$ cat src/rtl/mem_port_arbiter.sv
// Arbiter sharing one single-ported memory between instruction fetch and load/store.
// LS has fixed priority; a saturating starvation counter forces an IF grant.
//
// state   | meaning
// IDLE    | no request outstanding
// BUSY_IF | request register holds a fetch
// BUSY_LS | request register holds a load/store
module mem_port_arbiter #(
  parameter int ADDR_W     = 32,
  parameter int DATA_W     = 32,
  parameter int STARVE_MAX = 4
) (
  input  logic                clk_i,
  input  logic                rst_n_i,
  input  logic                if_req_i,
  input  logic [ADDR_W-1:0]   if_addr_i,
  input  logic                if_flush_i,
  output logic                if_gnt_o,
  output logic                if_rvalid_o,
  output logic [DATA_W-1:0]   if_rdata_o,
  input  logic                ls_req_i,
  input  logic                ls_we_i,
  input  logic [DATA_W/8-1:0] ls_be_i,
  input  logic [ADDR_W-1:0]   ls_addr_i,
  input  logic [DATA_W-1:0]   ls_wdata_i,
  output logic                ls_gnt_o,
  output logic                ls_rvalid_o,
  output logic [DATA_W-1:0]   ls_rdata_o,
  output logic                mem_req_o,
  output logic                mem_we_o,
  output logic [DATA_W/8-1:0] mem_be_o,
  output logic [ADDR_W-1:0]   mem_addr_o,
  output logic [DATA_W-1:0]   mem_wdata_o,
  input  logic                mem_ready_i,
  input  logic [DATA_W-1:0]   mem_rdata_i,
  output logic                busy_o
);

  localparam int BE_W  = DATA_W / 8;
  localparam int CNT_W = $clog2(STARVE_MAX + 1);

  typedef enum logic [1:0] {IDLE, BUSY_IF, BUSY_LS} state_t;

  state_t              r_state;
  logic [CNT_W-1:0]    r_starve;
  logic                r_squash;
  logic                r_we;
  logic [BE_W-1:0]     r_be;
  logic [ADDR_W-1:0]   r_addr;
  logic [DATA_W-1:0]   r_wdata;
  logic                r_if_rvalid;
  logic [DATA_W-1:0]   r_if_rdata;
  logic                r_ls_rvalid;
  logic [DATA_W-1:0]   r_ls_rdata;

  logic w_busy;
  logic w_arb;
  logic w_starved;
  logic w_gnt_ls;
  logic w_gnt_if;
  logic w_if_done;
  logic w_ls_done;
  logic w_flush_if;
  logic w_if_drop;

  assign w_busy     = (r_state != IDLE);
  assign w_arb      = ~w_busy | mem_ready_i;
  assign w_starved  = if_req_i & (r_starve == CNT_W'(STARVE_MAX));
  assign w_gnt_ls   = w_arb & ls_req_i & ~w_starved;
  assign w_gnt_if   = w_arb & if_req_i & ~w_gnt_ls;
  assign w_if_done  = (r_state == BUSY_IF) & mem_ready_i;
  assign w_ls_done  = (r_state == BUSY_LS) & mem_ready_i;
  assign w_flush_if = (r_state == BUSY_IF) & if_flush_i;
  // A flush arriving in the completion cycle itself still kills that response.
  assign w_if_drop  = r_squash | w_flush_if;

  always_ff @(posedge clk_i or negedge rst_n_i) begin
    if (!rst_n_i) begin
      r_state     <= IDLE;
      r_starve    <= '0;
      r_squash    <= 1'b0;
      r_we        <= 1'b0;
      r_be        <= '0;
      r_addr      <= '0;
      r_wdata     <= '0;
      r_if_rvalid <= 1'b0;
      r_if_rdata  <= '0;
      r_ls_rvalid <= 1'b0;
      r_ls_rdata  <= '0;
    end else begin
      r_if_rvalid <= w_if_done & ~w_if_drop;
      r_ls_rvalid <= w_ls_done;
      if (w_if_done && !w_if_drop) r_if_rdata <= mem_rdata_i;
      if (w_ls_done && !r_we)      r_ls_rdata <= mem_rdata_i;

      if (w_gnt_if && if_flush_i) r_squash <= 1'b1;
      else if (w_if_done)         r_squash <= 1'b0;
      else if (w_flush_if)        r_squash <= 1'b1;

      if (w_arb) begin
        if (!if_req_i || w_gnt_if)                 r_starve <= '0;
        else if (r_starve != CNT_W'(STARVE_MAX))   r_starve <= r_starve + CNT_W'(1);

        if (w_gnt_ls) begin
          r_state <= BUSY_LS;
          r_we    <= ls_we_i;
          r_be    <= ls_be_i;
          r_addr  <= ls_addr_i;
          r_wdata <= ls_wdata_i;
        end else if (w_gnt_if) begin
          r_state <= BUSY_IF;
          r_we    <= 1'b0;
          r_be    <= '1;
          r_addr  <= if_addr_i;
          r_wdata <= '0;
        end else begin
          r_state <= IDLE;
        end
      end
    end
  end

  // Grants are combinational; gating with reset keeps them low while reset is held.
  assign if_gnt_o    = w_gnt_if & rst_n_i;
  assign ls_gnt_o    = w_gnt_ls & rst_n_i;
  assign if_rvalid_o = r_if_rvalid;
  assign if_rdata_o  = r_if_rdata;
  assign ls_rvalid_o = r_ls_rvalid;
  assign ls_rdata_o  = r_ls_rdata;
  assign mem_req_o   = w_busy;
  assign mem_we_o    = r_we;
  assign mem_be_o    = r_be;
  assign mem_addr_o  = r_addr;
  assign mem_wdata_o = r_wdata;
  assign busy_o      = w_busy;

endmodule

$ cat config.mk
export PLATFORM = sky130hd
export DESIGN_NAME = mem_port_arbiter
export DESIGN_NICKNAME = d
export VERILOG_FILES = /design/src/rtl/mem_port_arbiter.sv
export SDC_FILE = /design/constraint.sdc
export NUM_CORES = 1
export LEC_CHECK = 0
export BUFFER_PORTS_ARGS = -buffer_cell sky130_fd_sc_hd__buf_2
export CORE_ASPECT_RATIO = 0.5
export CORE_MARGIN = 3
export CORE_UTILIZATION = 35
export CTS_CLUSTER_SIZE = 24
export DETAILED_ROUTE_END_ITERATION = 10
export GPL_TIMING_DRIVEN = 1
export PLACE_DENSITY = 0.59
export SLEW_MARGIN = 0
export SYNTH_ARGS = -nofsm -noshare
export SYNTH_HDL_FRONTEND = slang
export SYNTH_SLANG_ARGS = --single-unit
$ cat constraint.sdc
create_clock -name clk_i -period 1.9 [get_ports clk_i]
set_clock_uncertainty 0.15 [all_clocks]
set_input_delay 0.095 -clock clk_i [delete_from_list [all_inputs] [get_ports clk_i]]
set_output_delay 0.095 -clock clk_i [all_outputs]
set_load 0.01 [all_outputs]
==> flow_summary.ini, run 1 <==
[power_and_ir_drop]
clock_power_share_pct = 33.1
leakage_nw = 4.70
p_sw_share_pct = 28.1
switching_power_mw = 3.00
peakVddDrop_mv = 0.552
internal-power_mw = 7.65
p_per_area_nw_per_um2 = 1090
p_seq_share_pct = 39.1
p_comb_share_pct = 27.7

[synth]
synth_area_leader_cell = dfrtp_1
synth_common_cells = dfrtp_1 (141), mux2_2 (34), a22o_1 (33), a2bb2oi_1 (32), o32ai_1 (32)
yosys-top-cells-area = dfrtp_1 (59%), mux2_4 (7.5%), mux2_2 (6.4%), a22o_1 (4.8%), a2bb2oi_1 (4.7%)
ys_ff_latch = 141
synth_most_common_cell = dfrtp_1
syn_area_per_cell_um2 = 14.3
synth_top_area_share_pct = 58.8
yosys_warnings = 0
async_reset_ff_share_pct = 100
syn_nets = 560
ys_types = 37
synth_area_um2 = 6000
synth_edf_count = 0
ys.flop_type = dfrtp_1
ys_seq_area_share_pct = 58.8
syn_inst = 419

[setup_path]
criticalPathCategory = flop to output pin
start_kind = flop
timing.rr.start = r_state[1]$_DFFE_PN0N_
worst-path-max-fanout = 5
critPathRequiredTime_ns = 1.65
crit_path_end_kind = output pin
critPathLaunch = r_state[0]$_DFFE_PN0N_
cp_data_arrival_time_ns = 1.53

[place]
numPortBuffers = 277
post-dp-hpwl_mm = 11.6
routabilityCongestion = 0.726
dp.cells = 905

[global_route]
grt_use_total_pct = 20.0
antenna_found_initial = 0
grt_pass1_wl_mm = 29.9
grt_pass1_vias = 5805
grt_max_degree = 73
grt_overflow = 0

[clocking]
htreeDepth = 4
cts_tree = built
clock_latency_ns = 0.41
cts_buffers = 17
clockBufferDepth = 2
cts_root_buf = clkbuf_16
path_clk_slew_ns = 0.06
cts_sinks = 141

[floorplan]
fp-row-count = 33
die_area_um2 = 18800
dieWidth_um = 191
start_util_pct = 36.2
core-area_um2 = 16600
die_y_um = 98.6
io_pins = 278

[sta]
period_needed_ns = 1.78
rsz0062_at_grt = yes
fmax_mhz = 562
tightest_slew_ns = 1.05
post-route-period-util_pct = 93.7
slew_violations = 0
timing.final.hold_violations = 0
slew-limit-headroom_pct = 30.0
setup_viol = 0
timing.hold.ws_ns = 0.121

[worst_hold_path]
holdCritPathClass = input pin to async pin

[finish]
diodes = 0
nets = 980
layout-drive-gt1-share_pct = 47.5
area_growth_pct = 62.1
fin_cells = 1077

[outcome]
status = finished, final reports clean

[detailed_routing]
drc = 0
ant_nets = 0
via_per_inst = 4.89
wire_per_inst_um = 17.2
drt-total-wl_mm = 18.6
vias = 5265
firstDrtPassIters = 4
drtIter0Drc = 200

[run]
drv_cap = 0
[routing by layer]
metal	routed length (µm)	vias up	global-route usage, %	part of all wire, %
li1	-	2407	-	-
met2	9580	185	35.3	52
met3	968	50	5.79	5.2
met4	571	0	8.23	3.1
met5	0	-	0	0
met1	7430	2623	22.9	40
[flip-flops by register name (all words and copies together), names as in the netlist]
signal       cells
if_rdata_o      32
mem_addr_o      32
r_squash         1
if_rvalid_o      1
r_starve         3
ls_rdata_o      32
mem_wdata_o     32
r_state          2
mem_be_o         4
mem_we_o         1
ls_rvalid_o      1
[kinds of logic after synthesis]
group	share of synthesized area (%)
DFF	58.8
buffers and inverters	4.80
AOI/OAI and AO/OA	16.0
and+or+nand+nor	6.07
adders and majority gates	0.417
muxes	13.9
[repair_timing]
action                                 in CTS  in global routing
endpoints found under the hold margin     281                  0
pin swaps                                   2                  3
setup buffers                               2                  1
setup endpoints to repair                   1                 26
gates resized for setup                     0                  7
hold buffers                              139                  0
[stage by stage]
stage               setup TNS, ns  setup WS, ns  utilization [%]  power, mW  cell area [µm²]
finish                          0         0.120             58.6       10.6             9730
global placement                0         0.150             46.2       6.89             7670
detailed placement              0         0.154             46.2       6.94             7670
global route             -0.00869      -0.00747             58.6       11.2             9730
floorplan                       0         0.207                -       5.67             6000
CTS                             0       0.00240             58.4       10.8             9700
[final timing paths]
path                       cells past startpoint                     endpoint  slack (ns)
setup reg to reg                               4   ls_rdata_o[30]$_DFFE_PN0P_        0.15
hold reg to reg                                1      mem_be_o[1]$_DFFE_PN0P_        0.34
min in group clk_i                             3  mem_wdata_o[31]$_DFFE_PN0P_        0.28
max in group asynchronous                      3   if_rdata_o[25]$_DFFE_PN0P_        0.45
hold / removal                                 3   ls_rdata_o[10]$_DFFE_PN0P_        0.12
setup / recovery                               5                     if_gnt_o        0.12
[worst max-delay path, stage by stage (launching register included)]
cell	delay, ns
dfrtp_1	0.39
buf_6	0.13
o21bai_4	0.17
nand2_2	0.08
nor3b_2	0.19
buf_4	0.16
[power groups by stage]
stage | sequential [mW] | combinational, mW | clock (mW)
global placement | 4.20 | 2.70 | 0
CTS | 4.17 | 2.97 | 3.62
global route | 4.26 | 3.16 | 3.78
floorplan | 4.55 | 1.13 | 0
finish | 4.17 | 2.95 | 3.53
detailed placement | 4.20 | 2.74 | 0
[layout make-up]
cell class                 count  area (µm²)
clock buffer                  19         453
clock inverter                11         168
fill                        1384        6870
inverter                       8        30.0
multi-input combinational    235        2220
sequential                   141        3530
tap                          227         284
timing repair buffer         436        3050
[layout by cell type (no fill, tap or decap), types with 2 or more instances in the layout]
cell type and instances:
bufinv_16 4, nand2_1 3, nand3b_1 2, buf_6 2, a22o_1 33, dlygate4sd3_1 138
o32ai_1 32, dfrtp_1 141, clkbuf_16 17, clkbuf_8 2, inv_1 8, mux2_2 34
o22ai_1 2, a2bb2oi_1 32, mux2_4 30, buf_4 13, clkinvlp_4 2, o22a_1 4
nor2_1 4, or2b_1 2, nand3_1 3, clkinv_2 3, o21ai_0 5, buf_2 274
buf_12 8, nand2b_1 31, clkinv_4 2
Note: power is estimated with default switching activity, not from simulation.
==> inputs of run 2 (changes only) <==
==> constraint.sdc (replaced) <==
create_clock -name clk_i -period 1.92 [get_ports clk_i]
set_clock_uncertainty 0.15 [all_clocks]
set_input_delay 0.096 -clock clk_i [delete_from_list [all_inputs] [get_ports clk_i]]
set_output_delay 0.096 -clock clk_i [all_outputs]
set_load 0.01 [all_outputs]
==> run 2 against run 1 <==
Worst setup slack got worse by 0.0080 ns. Cell count unchanged. Non-clock buffer count decreased by 3. Global-route usage increased by 0.47 points. Wire length increased by 3.1%. Critical endpoint unchanged. Largest cell class unchanged.
==> flow_summary.ini, run 2 (same netlist as run 1, synthesis figures left out) <==
[finish]
area_growth_pct = 62.4
multi_input_area_um2 = 2230
final_common_cell = buf_2
fillers = 1353
layout-drive-gt1-share_pct = 47.9
final-seq-area_um2 = 3530
mostFrequentLayoutCells = buf_2 (274), dfrtp_1 (141), dlygate4sd3_1 (137), mux2_2 (34), a22o_1 (33)
nets = 977

[detailed_routing]
drc = 0
via_per_inst = 4.88
ant_nets = 0
firstDrtPassIters = 4
drt-total-wl_mm = 19.1
vias = 5255
wire_per_inst_um = 17.8
drtIter0Drc = 255

[place]
routabilityCongestion = 0.708
pre_cts_slack_ns = 0.0759
numPortBuffers = 277
post-dp-hpwl_mm = 11.6

[outcome]
status = finished, final reports clean

[floorplan]
die_area_um2 = 18800
dieWidth_um = 191
core-area_um2 = 16600
die_y_um = 98.6
start_util_pct = 36.2
io_pins = 278
fp-row-count = 33

[clocking]
cts_sinks = 141
cts_buffers = 17
clock_latency_ns = 0.40
htreeDepth = 4
path_clk_slew_ns = 0.06
cts_root_buf = clkbuf_16
cts_tree = built
clockBufferDepth = 2

[sta]
fin_tns_setup_ns = 0
post-route-period-util_pct = 94.2
period_needed_ns = 1.81
timing.final.hold_violations = 0
rsz0062_at_grt = no
setup_viol = 0
slew-limit-headroom_pct = 52.6
tightest_slew_ns = 0.710
fin_ws_ns = 0.112
slew_violations = 0
fmax_mhz = 553

[setup_path]
timing.rr.start = r_starve[1]$_DFFE_PN0P_
setup.worst_path.end = if_gnt_o
worst-path-max-fanout = 19
rr_worst_depth = 7
criticalPathCategory = flop to output pin
r2r_slack_ns = 0.14
r2r_end = mem_addr_o[7]$_DFFE_PN0P_
cp_data_arrival_time_ns = 1.56
critPathRequiredTime_ns = 1.67
crit_path_end_kind = output pin
critPathLaunch = r_starve[1]$_DFFE_PN0P_
start_kind = flop

[power_and_ir_drop]
leakage_nw = 4.70
p_per_area_nw_per_um2 = 1090
peakVddDrop_mv = 0.633

[run]
drv_cap = 0

[global_route]
grt_pass1_wl_mm = 30.6
grt_use_total_pct = 20.5
antenna_found_initial = 0
grt_pass1_vias = 5894
grt_overflow = 0
grt_max_degree = 100

[worst_hold_path]
holdCritPathClass = input pin to flop
worstHoldStart = if_addr_i[8]
-- run 2: power by group --
group	switching [mW]	total, mW	internal [mW]
clock network	1.36	3.57	2.21
logic	1.33	2.96	1.63
registers	0.401	4.12	3.72
-- run 2: routing by layer --
metal	GRT usage, %	wire [µm]
met1	23.8	7750
met2	35.5	9640
met3	5.08	922
met4	10.5	799
met5	0	0
-- run 2: how the worst min path moves through the flow --
stage / to / cells past startpoint
3_5_place_dp: mem_wdata_o[26]$_DFFE_PN0P_ / 2
6_report: mem_addr_o[8]$_DFFE_PN0P_ / 4
3_3_place_gp: mem_wdata_o[26]$_DFFE_PN0P_ / 2
2_1_floorplan: if_rdata_o[0]$_DFFE_PN0P_ / 0
5_1_grt: mem_addr_o[8]$_DFFE_PN0P_ / 4
4_1_cts: mem_addr_o[8]$_DFFE_PN0P_ / 4
-- run 2: critical path, stage by stage, from the launching register on --
cell and delay [ns]:
dfrtp_1 0.39, inv_2 0.08, ha_4 0.14, a21boi_4 0.06
buf_12 0.16, nor3b_2 0.17, buf_4 0.15
-- run 2: stage by stage --
step	cells	total power, mW	cell area, µm²	hold slack (ns)	utilization [%]
2_1_floorplan	419	5.62	6000	-0.350	-
3_3_place_gp	904	6.82	7650	0.0927	46.1
3_5_place_dp	904	6.87	7650	0.0971	46.1
4_1_cts	1076	10.7	9710	0.00998	58.5
5_1_grt	1076	11.2	9740	0.0603	58.7
6_report	1077	10.6	9740	0.0100	58.7
-- run 2: area by class of cell --
cell class	instances	area share, %
clock buffer	18	4.40
antenna	1	0.0257
timing repair buffer	433	31.1
clock inverter	14	2.11
sequential	141	36.2
multi-input combinational	235	22.9
tap	227	2.92
inverter	8	0.308
-- run 2: timing repair --
action / 4_1_cts / 5_1_grt
hold buffers: 137 / 0
gates cloned: 1 / 0
setup endpoints to repair: 1 / 34
resized for setup: 2 / 9
buffers inserted: 2 / 0
hold endpoints to repair: 281 / 0
==> inputs of run 3 (changes only) <==
--- a/config.mk
+++ b/config.mk
@@ -6,8 +6,8 @@
 export NUM_CORES = 1
 export LEC_CHECK = 0
 export BUFFER_PORTS_ARGS = -buffer_cell sky130_fd_sc_hd__buf_2
-export CORE_ASPECT_RATIO = 0.5
-export CORE_MARGIN = 3
+export CORE_ASPECT_RATIO = 1.1
+export CORE_MARGIN = 2
 export CORE_UTILIZATION = 35
 export CTS_CLUSTER_SIZE = 24
 export DETAILED_ROUTE_END_ITERATION = 10
==> run 3 against run 2 <==
Global-route usage barely moved. Fmax is 3.5% lower. Final area grew 0.17%. Die area down 3.4%. Sequential share of layout area down 0.060 points. Flip-flop and latch count stayed put. Cell count down 1.3%. Largest cell class unchanged. Largest power group unchanged. Via count grew 3.2%. First-iteration DRC count rose by 2.0%. Worst setup slack got worse by 0.066 ns. Critical path depth increased by 1. Power fell by 1.4%.
==> flow_summary.ini, run 3 (same netlist as run 1, synthesis figures left out) <==
[setup_path]
critPathLaunch = r_starve[0]$_DFFE_PN0P_
r2r_end = mem_addr_o[26]$_DFFE_PN0P_
worst-path-max-fanout = 2
r2r_slack_ns = 0.06
rr_worst_depth = 8
timing.rr.start = r_starve[0]$_DFFE_PN0P_
crit_path_end_kind = output pin
cp_slowest_cell = dfrtp_1
cp_data_arrival_time_ns = 1.63
start_kind = flop
critPathRequiredTime_ns = 1.67
cp_cell_sequence = inv_2, ha_4, buf_6, a21boi_4, buf_12, nor3b_4, buf_6
criticalPathCategory = flop to output pin
cp_common_cell = buf_6
slowest_delay_ns = 0.39

[worst_hold_path]
hold_path_end = r_starve[0]$_DFFE_PN0P_
holdPathStages = 4
holdCritPathClass = input pin to flop
worstHoldStart = if_req_i

[global_route]
grt_use_met3_pct = 5.17
busiest_layer = met2
grt_pass1_wl_mm = 29.5
grt_use_met2_pct = 35.8
antenna_found_initial = 0
grt_pass1_vias = 5916
grt_use_total_pct = 20.5
grt_overflow = 0
grt_max_degree = 142
met1_usage_pct = 23.7

[power_and_ir_drop]
p_per_area_nw_per_um2 = 1080
peakVddDrop_mv = 0.568
finalPower_mw = 10.5
leakage_nw = 4.74

[clocking]
cts_tree = built
clock_latency_ns = 0.41
cts_root_buf = clkbuf_16
htreeDepth = 4
cts_sinks = 141
path_clk_slew_ns = 0.06
clockBufferDepth = 2
cts_buffers = 17

[finish]
area_growth_pct = 62.6
layout-drive-gt1-share_pct = 48.1
final_common_cell = buf_2
mostFrequentLayoutCells = buf_2 (275), dfrtp_1 (141), dlygate4sd3_1 (137), mux2_2 (34), a22o_1 (33)
diodes = 0
final_area_um2 = 9760
nets = 984

[floorplan]
fp-row-count = 50
io_pins = 278
core-area_um2 = 16900
die_area_um2 = 18200
die_y_um = 141
dieWidth_um = 129
start_util_pct = 35.5

[detailed_routing]
ant_nets = 0
firstDrtPassIters = 5
via_per_inst = 5.10
drt-total-wl_mm = 19.0
drtIter0Drc = 260
wire_per_inst_um = 17.8
vias = 5425
drc = 0

[sta]
setup_viol = 0
slew-limit-headroom_pct = 50.8
rsz0062_at_grt = yes
tightest_slew_ns = 0.738
slew_violations = 0
timing.final.hold_violations = 0
post-route-period-util_pct = 97.6
fmax_mhz = 534
period_needed_ns = 1.87

[place]
post-dp-hpwl_mm = 11.0
numPortBuffers = 277
dpl_cell_area_um2 = 7610
routabilityCongestion = 0.716

[outcome]
status = finished, final reports clean

[run]
drv_cap = 0
-- run 3: critical path, delay by kind of cell, from the launching register on --
kind / cells / cell delay (ns)
compound gates: 1 / 0.05
fa+ha+maj: 1 / 0.14
buf+inv: 4 / 0.44
flops: 1 / 0.39
simple gates: 1 / 0.19
-- run 3: metrics by stage --
| stage | utilization (%) | setup TNS [ns] | cells | setup slack, ns | hold slack (ns) |
|---|---|---|---|---|---|
| after CTS | 57.4 | 0 | 1060 | 0.00230 | 0.171 |
| after global routing | 57.8 | -0.0230 | 1063 | -0.0140 | 0.230 |
| after detailed placement | 45.0 | -9.23 | 886 | -0.301 | 0.172 |
| final | 57.8 | 0 | 1063 | 0.0460 | 0.183 |
| after global placement | 45.0 | -6.66 | 886 | -0.203 | 0.159 |
| after floorplan | - | 0 | 419 | 0.227 | -0.350 |
-- run 3: power breakdown --
part           internal (mW)  switching (mW)
Clock                   2.09            1.29
Sequential              3.72           0.415
Combinational           1.65            1.33
Total                   7.46            3.03
-- run 3: how the worst max path moves through the flow --
stage | to | cells past startpoint | slack, ns
after floorplan | mem_addr_o[10]$_DFFE_PN0P_ | 7 | 0.23
after global placement | mem_wdata_o[14]$_DFFE_PN0P_ | 5 | -0.20
after detailed placement | mem_wdata_o[25]$_DFFE_PN0P_ | 5 | -0.30
after CTS | if_gnt_o | 7 | 0.002
after global routing | if_gnt_o | 7 | -0.01
final | if_gnt_o | 7 | 0.05
-- run 3: what timing repair did --
item,4_1_cts,5_1_grt
hold endpoints to repair,278,0
gates cloned,2,0
buffers inserted,4,3
resized for setup,7,5
pin swaps,6,5
hold buffers,137,0
setup endpoints to repair,35,51
-- run 3: per-layer routing --
| metal | routed length, µm | vias up |
|---|---|---|
| li1 | - | 2426 |
| met1 | 7600 | 2695 |
| met2 | 9620 | 261 |
| met3 | 1240 | 43 |
| met4 | 495 | 0 |
| met5 | 0 | - |
-- run 3: final cells by class --
class	instances	area, µm²
fillers	1334	7130
flip-flops and latches	141	3530
repair buffers	439	3090
multi-input cells	236	2250
clock buffers	19	443
well taps	208	260
clock inverters	12	160
inverters	8	30.0
